**config.mk**
```make
export PLATFORM = sky130hd
export DESIGN_NAME = pwm_sync_buck_ctrl
export DESIGN_NICKNAME = d
export VERILOG_FILES = /design/src/rtl/pwm_sync_buck_ctrl.sv
export SDC_FILE = /design/constraint.sdc
export NUM_CORES = 1
export LEC_CHECK = 0
export CORE_ASPECT_RATIO = 0.75
export CORE_UTILIZATION = 61
export CTS_BUF_LIST = sky130_fd_sc_hd__clkbuf_16
export DETAILED_ROUTE_END_ITERATION = 16
export PLACE_DENSITY = 0.83
export RECOVER_POWER = 100
export SYNTH_ARGS = -nofsm -noshare
export SYNTH_HDL_FRONTEND = slang
export SYNTH_SLANG_ARGS = --single-unit
```
**constraint.sdc**
```tcl
create_clock -name clk -period 17.1 [get_ports clk]
set_input_delay 4.275 -clock clk [delete_from_list [all_inputs] [get_ports clk]]
set_output_delay 4.275 -clock clk [all_outputs]
set_load 0.02 [all_outputs]
```
**src/rtl/pwm_sync_buck_ctrl.sv**
```systemverilog
// Closed-loop PWM controller for a synchronous buck stage.
// A heartbeat-driven ADC sequencer acquires samples. Duty is slewed one
// step per switching period towards the clamped sample value. The gate FSM
// produces complementary HS/LS drive with dead time on both transitions.
//
// ADC sequencer
//   state  | meaning
//   IDLE   | waiting for a heartbeat request
//   CONV   | conv_start high for CONV_PULSE cycles
//   WAIT_H | waiting for busy to rise (timed out after BUSY_TIMEOUT)
//   WAIT_L | waiting for busy to fall (timed out after BUSY_TIMEOUT)
//   READ   | rd_cs low for RD_PULSE cycles, capture on the last one
//
// Gate FSM
//   state  | meaning
//   OFF    | both gates low (reset, disable or fault)
//   HS     | high-side on for duty_out cycles
//   DEAD1  | both low for DEAD_TIME cycles
//   LS     | low-side on for the rest of the period
//   DEAD2  | both low for DEAD_TIME cycles, then the next period starts
module pwm_sync_buck_ctrl #(
  parameter int PERIOD_W     = 8,
  parameter int ADC_W        = 8,
  parameter int DEAD_TIME    = 5,
  parameter int DUTY_MIN     = 3,
  parameter int CONV_PULSE   = 10,
  parameter int RD_PULSE     = 10,
  parameter int HEARTBEAT    = 1024,
  parameter int BUSY_TIMEOUT = 255
) (
  input  logic                clk,
  input  logic                reset,
  input  logic                enable,
  input  logic                busy,
  input  logic [ADC_W-1:0]    adc_data,
  input  logic [PERIOD_W-1:0] pwm_period,
  input  logic [ADC_W-1:0]    ov_limit,
  output logic                conv_start,
  output logic                rd_cs,
  output logic                gate_hs,
  output logic                gate_ls,
  output logic                fault,
  output logic                sample_valid,
  output logic [PERIOD_W-1:0] duty_out
);

  localparam int HB_W     = $clog2(HEARTBEAT + 1);
  localparam int SEQ_MAX0 = (CONV_PULSE > RD_PULSE) ? CONV_PULSE : RD_PULSE;
  localparam int SEQ_MAX  = (SEQ_MAX0 > BUSY_TIMEOUT) ? SEQ_MAX0 : BUSY_TIMEOUT;
  localparam int SEQ_W    = $clog2(SEQ_MAX + 1);

  localparam logic [HB_W-1:0]     HB_LAST    = HB_W'(HEARTBEAT - 1);
  localparam logic [SEQ_W-1:0]    CONV_LD    = SEQ_W'(CONV_PULSE - 1);
  localparam logic [SEQ_W-1:0]    RD_LD      = SEQ_W'(RD_PULSE - 1);
  localparam logic [SEQ_W-1:0]    TO_LD      = SEQ_W'(BUSY_TIMEOUT - 1);
  localparam logic [PERIOD_W-1:0] DUTY_MIN_V = PERIOD_W'(DUTY_MIN);
  localparam logic [PERIOD_W-1:0] DEAD_LD    = PERIOD_W'(DEAD_TIME - 1);
  localparam logic [PERIOD_W:0]   DEAD_X2    = (PERIOD_W + 1)'(2 * DEAD_TIME);
  localparam logic [PERIOD_W:0]   DEAD_X2P1  = (PERIOD_W + 1)'(2 * DEAD_TIME + 1);

  typedef enum logic [2:0] {S_IDLE, S_CONV, S_WAIT_H, S_WAIT_L, S_READ} seq_t;
  typedef enum logic [2:0] {G_OFF, G_HS, G_DEAD1, G_LS, G_DEAD2} gate_t;

  logic              run;
  logic [HB_W-1:0]   hb_q, hb_d;
  logic              hb_req;

  seq_t              seq_q, seq_d;
  logic [SEQ_W-1:0]  scnt_q, scnt_d;
  logic [ADC_W-1:0]  sample_q, sample_d;
  logic              sv_q, sv_d;
  logic              capture, to_fault, ov_fault, fault_set;
  logic              fault_q, fault_d;

  gate_t             g_q, g_d;
  logic [PERIOD_W-1:0] gcnt_q, gcnt_d;
  logic [PERIOD_W-1:0] duty_q, duty_d;
  logic [PERIOD_W-1:0] period_q, period_d;
  logic              hs_q, ls_q;
  logic              start;

  logic [PERIOD_W-1:0] target, dmax_eff, tgt_c, duty_slew, ls_ld;
  logic [PERIOD_W:0]   dmax_raw, ls_raw;

  // Reset and disable share one clear path.
  assign run = reset && enable;

  // Heartbeat counter: free-running while enabled, request at count 0.
  always_comb begin
    hb_d = (hb_q == HB_LAST) ? '0 : hb_q + 1'b1;
  end

  // Heartbeat register.
  always_ff @(posedge clk) begin
    if (!run) hb_q <= '0;
    else      hb_q <= hb_d;
  end

  assign hb_req = (hb_q == '0);

  // ADC sequencer next state; busy wins over a timeout on the same cycle.
  always_comb begin
    seq_d    = seq_q;
    scnt_d   = scnt_q;
    sample_d = sample_q;
    sv_d     = 1'b0;
    capture  = 1'b0;
    to_fault = 1'b0;
    case (seq_q)
      S_IDLE: begin
        if (hb_req) begin
          seq_d  = S_CONV;
          scnt_d = CONV_LD;
        end
      end
      S_CONV: begin
        if (scnt_q == '0) begin
          seq_d  = S_WAIT_H;
          scnt_d = TO_LD;
        end else begin
          scnt_d = scnt_q - 1'b1;
        end
      end
      S_WAIT_H: begin
        if (busy) begin
          seq_d  = S_WAIT_L;
          scnt_d = TO_LD;
        end else if (scnt_q == '0) begin
          seq_d    = S_IDLE;
          to_fault = 1'b1;
        end else begin
          scnt_d = scnt_q - 1'b1;
        end
      end
      S_WAIT_L: begin
        if (!busy) begin
          seq_d  = S_READ;
          scnt_d = RD_LD;
        end else if (scnt_q == '0) begin
          seq_d    = S_IDLE;
          to_fault = 1'b1;
        end else begin
          scnt_d = scnt_q - 1'b1;
        end
      end
      S_READ: begin
        if (scnt_q == '0) begin
          seq_d    = S_IDLE;
          sample_d = adc_data;
          sv_d     = 1'b1;
          capture  = 1'b1;
        end else begin
          scnt_d = scnt_q - 1'b1;
        end
      end
      default: seq_d = S_IDLE;
    endcase
  end

  assign ov_fault  = capture && (adc_data >= ov_limit);
  assign fault_set = to_fault || ov_fault;
  assign fault_d   = fault_q || fault_set;

  // Sequencer, sample and latched fault registers.
  always_ff @(posedge clk) begin
    if (!run) begin
      seq_q    <= S_IDLE;
      scnt_q   <= '0;
      sample_q <= '0;
      sv_q     <= 1'b0;
      fault_q  <= 1'b0;
    end else begin
      seq_q    <= seq_d;
      scnt_q   <= scnt_d;
      sample_q <= sample_d;
      sv_q     <= sv_d;
      fault_q  <= fault_d;
    end
  end

  // Sample scaled to the duty width: keep the MSBs, or zero-extend.
  if (ADC_W > PERIOD_W) begin : g_tgt_trunc
    assign target = sample_q[ADC_W-1 -: PERIOD_W];
  end else begin : g_tgt_ext
    assign target = PERIOD_W'(sample_q);
  end

  // Duty clamp and one-step slew, evaluated against the incoming period.
  always_comb begin
    dmax_raw = {1'b0, pwm_period} - DEAD_X2P1;
    if (dmax_raw[PERIOD_W] || (dmax_raw[PERIOD_W-1:0] < DUTY_MIN_V)) dmax_eff = DUTY_MIN_V;
    else                                                             dmax_eff = dmax_raw[PERIOD_W-1:0];
    if (target < DUTY_MIN_V)    tgt_c = DUTY_MIN_V;
    else if (target > dmax_eff) tgt_c = dmax_eff;
    else                        tgt_c = target;
    if (duty_q < tgt_c)      duty_slew = duty_q + 1'b1;
    else if (duty_q > tgt_c) duty_slew = duty_q - 1'b1;
    else                     duty_slew = duty_q;
    ls_raw = {1'b0, period_q} - {1'b0, duty_q} - DEAD_X2;
    if (ls_raw[PERIOD_W] || (ls_raw == '0)) ls_ld = '0;
    else                                    ls_ld = ls_raw[PERIOD_W-1:0] - 1'b1;
  end

  // Gate FSM next state; a fault (new or latched) overrides a period start.
  always_comb begin
    g_d      = g_q;
    gcnt_d   = gcnt_q;
    duty_d   = duty_q;
    period_d = period_q;
    start    = 1'b0;
    if (fault_q || fault_set) begin
      g_d = G_OFF;
    end else begin
      case (g_q)
        G_OFF: start = 1'b1;
        G_HS: begin
          if (gcnt_q == '0) begin
            g_d    = G_DEAD1;
            gcnt_d = DEAD_LD;
          end else begin
            gcnt_d = gcnt_q - 1'b1;
          end
        end
        G_DEAD1: begin
          if (gcnt_q == '0) begin
            g_d    = G_LS;
            gcnt_d = ls_ld;
          end else begin
            gcnt_d = gcnt_q - 1'b1;
          end
        end
        G_LS: begin
          if (gcnt_q == '0) begin
            g_d    = G_DEAD2;
            gcnt_d = DEAD_LD;
          end else begin
            gcnt_d = gcnt_q - 1'b1;
          end
        end
        G_DEAD2: begin
          if (gcnt_q == '0) start = 1'b1;
          else              gcnt_d = gcnt_q - 1'b1;
        end
        default: g_d = G_OFF;
      endcase
      if (start) begin
        g_d      = G_HS;
        period_d = pwm_period;
        duty_d   = duty_slew;
        gcnt_d   = duty_slew - 1'b1;
      end
    end
  end

  // Gate FSM state, applied duty, latched period and registered gate drives.
  always_ff @(posedge clk) begin
    if (!run) begin
      g_q      <= G_OFF;
      gcnt_q   <= '0;
      duty_q   <= DUTY_MIN_V;
      period_q <= '0;
      hs_q     <= 1'b0;
      ls_q     <= 1'b0;
    end else begin
      g_q      <= g_d;
      gcnt_q   <= gcnt_d;
      duty_q   <= duty_d;
      period_q <= period_d;
      hs_q     <= (g_d == G_HS);
      ls_q     <= (g_d == G_LS);
    end
  end

  assign conv_start   = (seq_q == S_CONV);
  assign rd_cs        = (seq_q != S_READ);
  assign gate_hs      = hs_q;
  assign gate_ls      = ls_q;
  assign fault        = fault_q;
  assign sample_valid = sv_q;
  assign duty_out     = duty_q;

endmodule

```
After elaboration in Yosys (flattened, before gate mapping). Index checks and enable logic that the tools add are counted.

Bits of input ports: 28. Word-level logic and storage cells: 104. Bits in registers: 61. Output and inout bits: 14.

Magnitude comparators: 6. Equal/unequal tests: 15. Reductions and logical operators: 22. Add/subtract/negate cells: 10. Mux-type cells: 37. Bitwise logic cells: 2.

Operators with widths (number): 8-bit two-way mux (15); 8-bit one-hot mux with 5 select lines (1); 8-bit by 1-bit subtractor with 8-bit output (second input constant) (5); 3-bit two-way mux (10); 8-bit one-hot mux with 3 select lines (1); 8-bit greater-than comparator (2); 8-bit logical NOT (2); 8-bit by 2-bit < comparator with 1-bit output (second input constant) (2); 3-bit by 2-bit == test with 1-bit output (second input constant) (5); 3-bit one-hot mux with 5 select lines (1); 3-bit one-hot mux with 4 select lines (1); 11-bit by 1-bit adder with 11-bit output (second input constant) (1); 11-bit by 10-bit == test with 1-bit output (second input constant) (1); 11-bit logical NOT (1); 3-bit by 1-bit == test with 1-bit output (second input constant) (3); 9-bit logical NOT (1); 8-bit by 4-bit subtractor with 9-bit output (second input constant) (1); 8-bit by 8-bit subtractor with 9-bit output (1); 9-bit by 4-bit subtractor with 9-bit output (second input constant) (1); 8-bit by 1-bit adder with 8-bit output (second input constant) (1); 8-bit greater-or-equal comparator (1); 8-bit < comparator (1); 2-bit AND reduction (4); 3-bit == test (second input constant) (2); other kinds (13) (28).

Depth between registers and ports, before layout.
Depth after elaboration: 12. Depth in mapped cells: 31. Depth with buffers taken out: 30.

Worst setup path before layout. OpenSTA, ideal clock, no wires.

Path kind: input to register. Start point: input port pwm_period[0]. End point: register gcnt_q[4]. Cell stages on the path: 30. Arrival time: 9.096 ns. Path slack: 7.887 ns. Setup time: 0.117 ns. Buffers on the path: 1. Cells stage by stage: ha_1 > o21a_1 > or3_1 > o31ai_1 > nand2_1 > and2_1 > ha_1 > nor2b_1 > o21a_1 > o21ai_0 > nand2b_1 > a21oi_1 > o21ai_0 > o31a_1 > clkbuf_1 > nor2_1 > o21a_1 > ha_1 > nor2b_4 > o211ai_2 > a21o_2 > nand2_1 > nand2_1 > xnor2_1 > ha_1 > inv_1 > a211oi_2 > xnor2_1 > nand2_1 > a32o_2.

Longest elaborated chain between the ends: 12.

Ends and longest elaborated chain: start, declared (RTL line 36) `input logic [PERIOD_W-1:0] pwm_period,`; 8-bit by 4-bit subtractor with 9-bit output (*) (RTL line 190) `dmax_raw = {1'b0, pwm_period} - DEAD_X2P1;`; 8-bit by 2-bit < comparator with 1-bit output (RTL line 191) `if (dmax_raw[PERIOD_W] || (dmax_raw[PERIOD_W-1:0] < DUTY_MIN_V)) dmax_eff = DUTY_MIN_V;`; 1-bit logical OR (RTL line 191); 8-bit two-way mux (*) (RTL line 191); 8-bit greater-than comparator (RTL line 194) `else if (target > dmax_eff) tgt_c = dmax_eff;`; 8-bit two-way mux (*) (RTL line 194); 8-bit two-way mux (*) (RTL line 193) `if (target < DUTY_MIN_V) tgt_c = DUTY_MIN_V;`; 8-bit greater-than comparator (RTL line 197) `else if (duty_q > tgt_c) duty_slew = duty_q - 1'b1;`; 8-bit two-way mux (RTL line 197); 8-bit two-way mux (*) (RTL line 196) `if (duty_q < tgt_c) duty_slew = duty_q + 1'b1;`; 8-bit by 1-bit subtractor with 8-bit output (*) (RTL line 250) `gcnt_d = duty_slew - 1'b1;`; 8-bit two-way mux (*) (RTL line 246) `if (start) begin`; end signal, assigned (RTL line 266) `gcnt_q <= gcnt_d;`; end, declared (RTL line 76) `logic [PERIOD_W-1:0] gcnt_q, gcnt_d;`.

Mark *: on every way between the ends. The rest lies on a longest branch, timed or not. A chain may end at the register's enable or synchronous reset.

Final worst setup path. Same ends and word-level chain as after synthesis.

==> impl_metrics.tcl <==
set metrics [dict create \
    yosys_register_bits 61 \
    detail_route.wl_per_cell_um 15.64 \
    die_w_um 107.1 \
    netlist_top_cells_area "sky130_fd_sc_hd__dfxtp_1 (24%), sky130_fd_sc_hd__ha_1 (13%), sky130_fd_sc_hd__nand2_1 (7.2%)" \
    synth_area_leader_cell "sky130_fd_sc_hd__dfxtp_1" \
    hp-class "flop to flop" \
    mostFrequentLayoutCell "sky130_fd_sc_hd__nand2_1" \
    hpwlAfterDp_um 9198 \
    via_count 4919 \
    io_buffer_count 41 \
    cts_root_buf "sky130_fd_sc_hd__clkbuf_16" \
    die-height_um 80.82 \
    hold-path-cell-count 2 \
    grt_use_total_pct 30.49 \
    area_taken_by_flip_flops_and_latches_sq_um 1221 \
    routed_via_density 6.080 \
    pin_count_of_the_biggest_net_entering_global_routing 38 \
    synth-main-ff-cell "sky130_fd_sc_hd__dfxtp_1" \
    synth_edf_count 0 \
    whs_ns 0.4658 \
    post_synthesis_cell_area_sq_um 5052 \
    drtIter0Drc 377 \
    synthArstFlopShare_pct 0 \
    syn-num-nets 748 \
    timing.critical_path.from_type "input port" \
    clkSinkCount 61 \
    cell_with_the_largest_stage_delay_on_the_worst_path "sky130_fd_sc_hd__a2111oi_0" \
    layout.filler_cells 620 \
    setup_violations 0 \
    final_min_period_over_clock_period_pct 62.15 \
    clk_pin_slew_worst_paths_ns 0.05 \
    grt_remaining_overflow 0 \
    report.final.slew_viol_count 38 \
    multi_input_comb_area_sq_um 3473 \
    max_cap_viol_count 1 \
    violations "capacitance limit, slew limit" \
    num_io_pins 42 \
    cts_buffers 9 \
    period_minus_slack_ns 10.63 \
    path_class "input port to flop" \
    fin_worst_skew_ns 0.009553 \
    grt_pass1_vias 4530 \
    powerDensity_nw_per_um2 105.8 \
    cts_stage_hold_buffer_count 0 \
    synth-warning-count 0 \
    tritoncts "done" \
    part_of_the_yosys_area_used_for_sequential_elements_pct 24.17 \
    cp_max_fo 12 \
    timing.fmax_ghz 0.09409 \
    r2r.worst_path.cells 20 \
    antenna_found_initial 0 \
    antenna_cells_inserted 0 \
    maxSlewHeadroom_pct -19.03 \
    cp-end-kind "flop" \
    power.leakage_nw 2.399 \
    final_cell_mix "sky130_fd_sc_hd__nand2_1 (97), sky130_fd_sc_hd__a21oi_1 (64), sky130_fd_sc_hd__nor2_1 (64)" \
    clkLatencyLatePin_ns 0.34 \
    totalWireLength_um 12650 \
    drive_above_1_share_pct 4.972 \
    final.setup.tns_ns 0 \
    placedInstanceArea_sq_um 5515 \
    htree_levels 3 \
    finalNetCount 781 \
    run_status "finished with violations" \
    detail_route.first_pass.iterations 5 \
    synth.lib_cells_used.distinct 78 \
    gp_congestion 0.9035 \
    postCtsSetupBuffers 0 \
    grt_pass1_wl_um 20890 \
    cts_max_path_buffers 2 \
    yosysTopAreaCellShare_pct 24.17 \
    ant_nets 0 \
    starting_density_of_the_core_pct 63.53 \
    rsz0062_at_grt "no" \
    required_ns 17.32 \
    fp.dieArea_sq_um 8654 \
    route.detailed.drc 0 \
    max_slew.worst_pin.slew_ns 1.785 \
    syn_inst 666 \
    finalInstanceArea_sq_um 5779 \
    report.final.hold_viol_count 0 \
    core.rowCount 28 \
    postCtsResizedCells 0 \
    fp.coreArea_sq_um 7953 \
    critPathArrivalTime_ns 10.85 \
    avgSynthCellArea_sq_um 7.586 \
    worst_path_largest_cell_delay_ns 0.75 \
    area.growth.synth_to_final_pct 14.39 \
    vdd_ir_drop_max_mv 0.07495 \
    placed_cells 793 \
    layout.cells.non_filler 809 \
]
cell families after synthesis:
group | synth area share (%)
AOI/OAI and AO/OA | 23.40
xor gates and xnor gates | 6.934
adders and majority gates | 13.72
buffers and inverters | 5.646
DFF | 24.17
muxes | 0.9906
and+or+nand+nor | 25.14
report_power, final:
part | internal, W | leakage, nW | switching (W)
clock network | 0.000142 | 0.167 | 0.0000675
logic | 0.0000944 | 1.74 | 0.000143
registers | 0.000152 | 0.495 | 0.0000141
layer usage:
metal	wire length (um)	part of all wire (%)	GRT usage [%]
met3	882	7.0	7.223
met2	5885	47	50.90
met4	221	1.7	11.64
met1	5663	45	38.47
met5	0	0	0
stage by stage:
step                total power, W  setup WS [ns]  utilization, %
detailed placement       0.0004036          6.832           69.35
floorplan                0.0003494          7.887               -
CTS                      0.0006150          7.153           73.63
global placement         0.0003965          7.125           69.35
finish                   0.0006117          6.472           72.67
global route             0.0006446          5.918           72.67
synthesized netlist by cell type, types with 4 or more instances:
library cell and number:
sky130_fd_sc_hd__nor2b_1 11, sky130_fd_sc_hd__or3_1 4, sky130_fd_sc_hd__nor4_1 5, sky130_fd_sc_hd__a21oi_2 5
sky130_fd_sc_hd__a21oi_1 61, sky130_fd_sc_hd__o21ai_0 26, sky130_fd_sc_hd__nand2_1 97, sky130_fd_sc_hd__clkbuf_1 11
sky130_fd_sc_hd__o21a_1 5, sky130_fd_sc_hd__nor3_1 11, sky130_fd_sc_hd__nand3_1 14, sky130_fd_sc_hd__o31ai_1 4
sky130_fd_sc_hd__and3_1 11, sky130_fd_sc_hd__o221ai_1 4, sky130_fd_sc_hd__nor2_1 63, sky130_fd_sc_hd__inv_1 52
sky130_fd_sc_hd__mux2i_1 5, sky130_fd_sc_hd__nand3b_1 4, sky130_fd_sc_hd__xnor2_1 23, sky130_fd_sc_hd__o21ai_1 5
sky130_fd_sc_hd__nor3b_1 7, sky130_fd_sc_hd__dfxtp_1 61, sky130_fd_sc_hd__nand4_1 5, sky130_fd_sc_hd__xor2_1 17
sky130_fd_sc_hd__a21o_1 6, sky130_fd_sc_hd__nand2b_1 5, sky130_fd_sc_hd__o211ai_1 9, sky130_fd_sc_hd__and2_1 6
sky130_fd_sc_hd__ha_1 53, sky130_fd_sc_hd__a31oi_1 7, sky130_fd_sc_hd__buf_2 9
final cells by class:
cell class                      count  share of cell area (%)
Clock buffer                        9                   3.897
Inverter                           53                   3.442
Multi-Input combinational cell    532                   60.10
Sequential cell                    61                   21.13
Clock inverter                      7                   1.992
Timing Repair Buffer               42                   7.166
Tap cell                          105                   2.273
state kept, by name, summed over array words and instances (netlist names), 3 cells and up:
| signal | cells |
|---|---|
| duty_out | 8 |
| g_q | 3 |
| gcnt_q | 8 |
| hb_q | 11 |
| period_q | 8 |
| sample_q | 8 |
| scnt_q | 8 |
| seq_q | 3 |
critical path, delay by kind of cell:
family,cells,cell delay [ns]
AOI/OAI and AO/OA,14,3.48
and+or+nand+nor,8,1.45
adders and majority gates,3,0.87
buffers and inverters,1,0.62
xor gates and xnor gates,1,0.17
path summary, 6_finish.rpt:
check,start,endpoint,slack [ns]
min reg2reg,period_q[5],period_q[5],0.47
max,pwm_period[0],gcnt_q[4],6.47
max reg2reg,sample_q[1],gcnt_q[4],12.04
min,period_q[5],period_q[5],0.47
(Power assumes the default switching activity.)
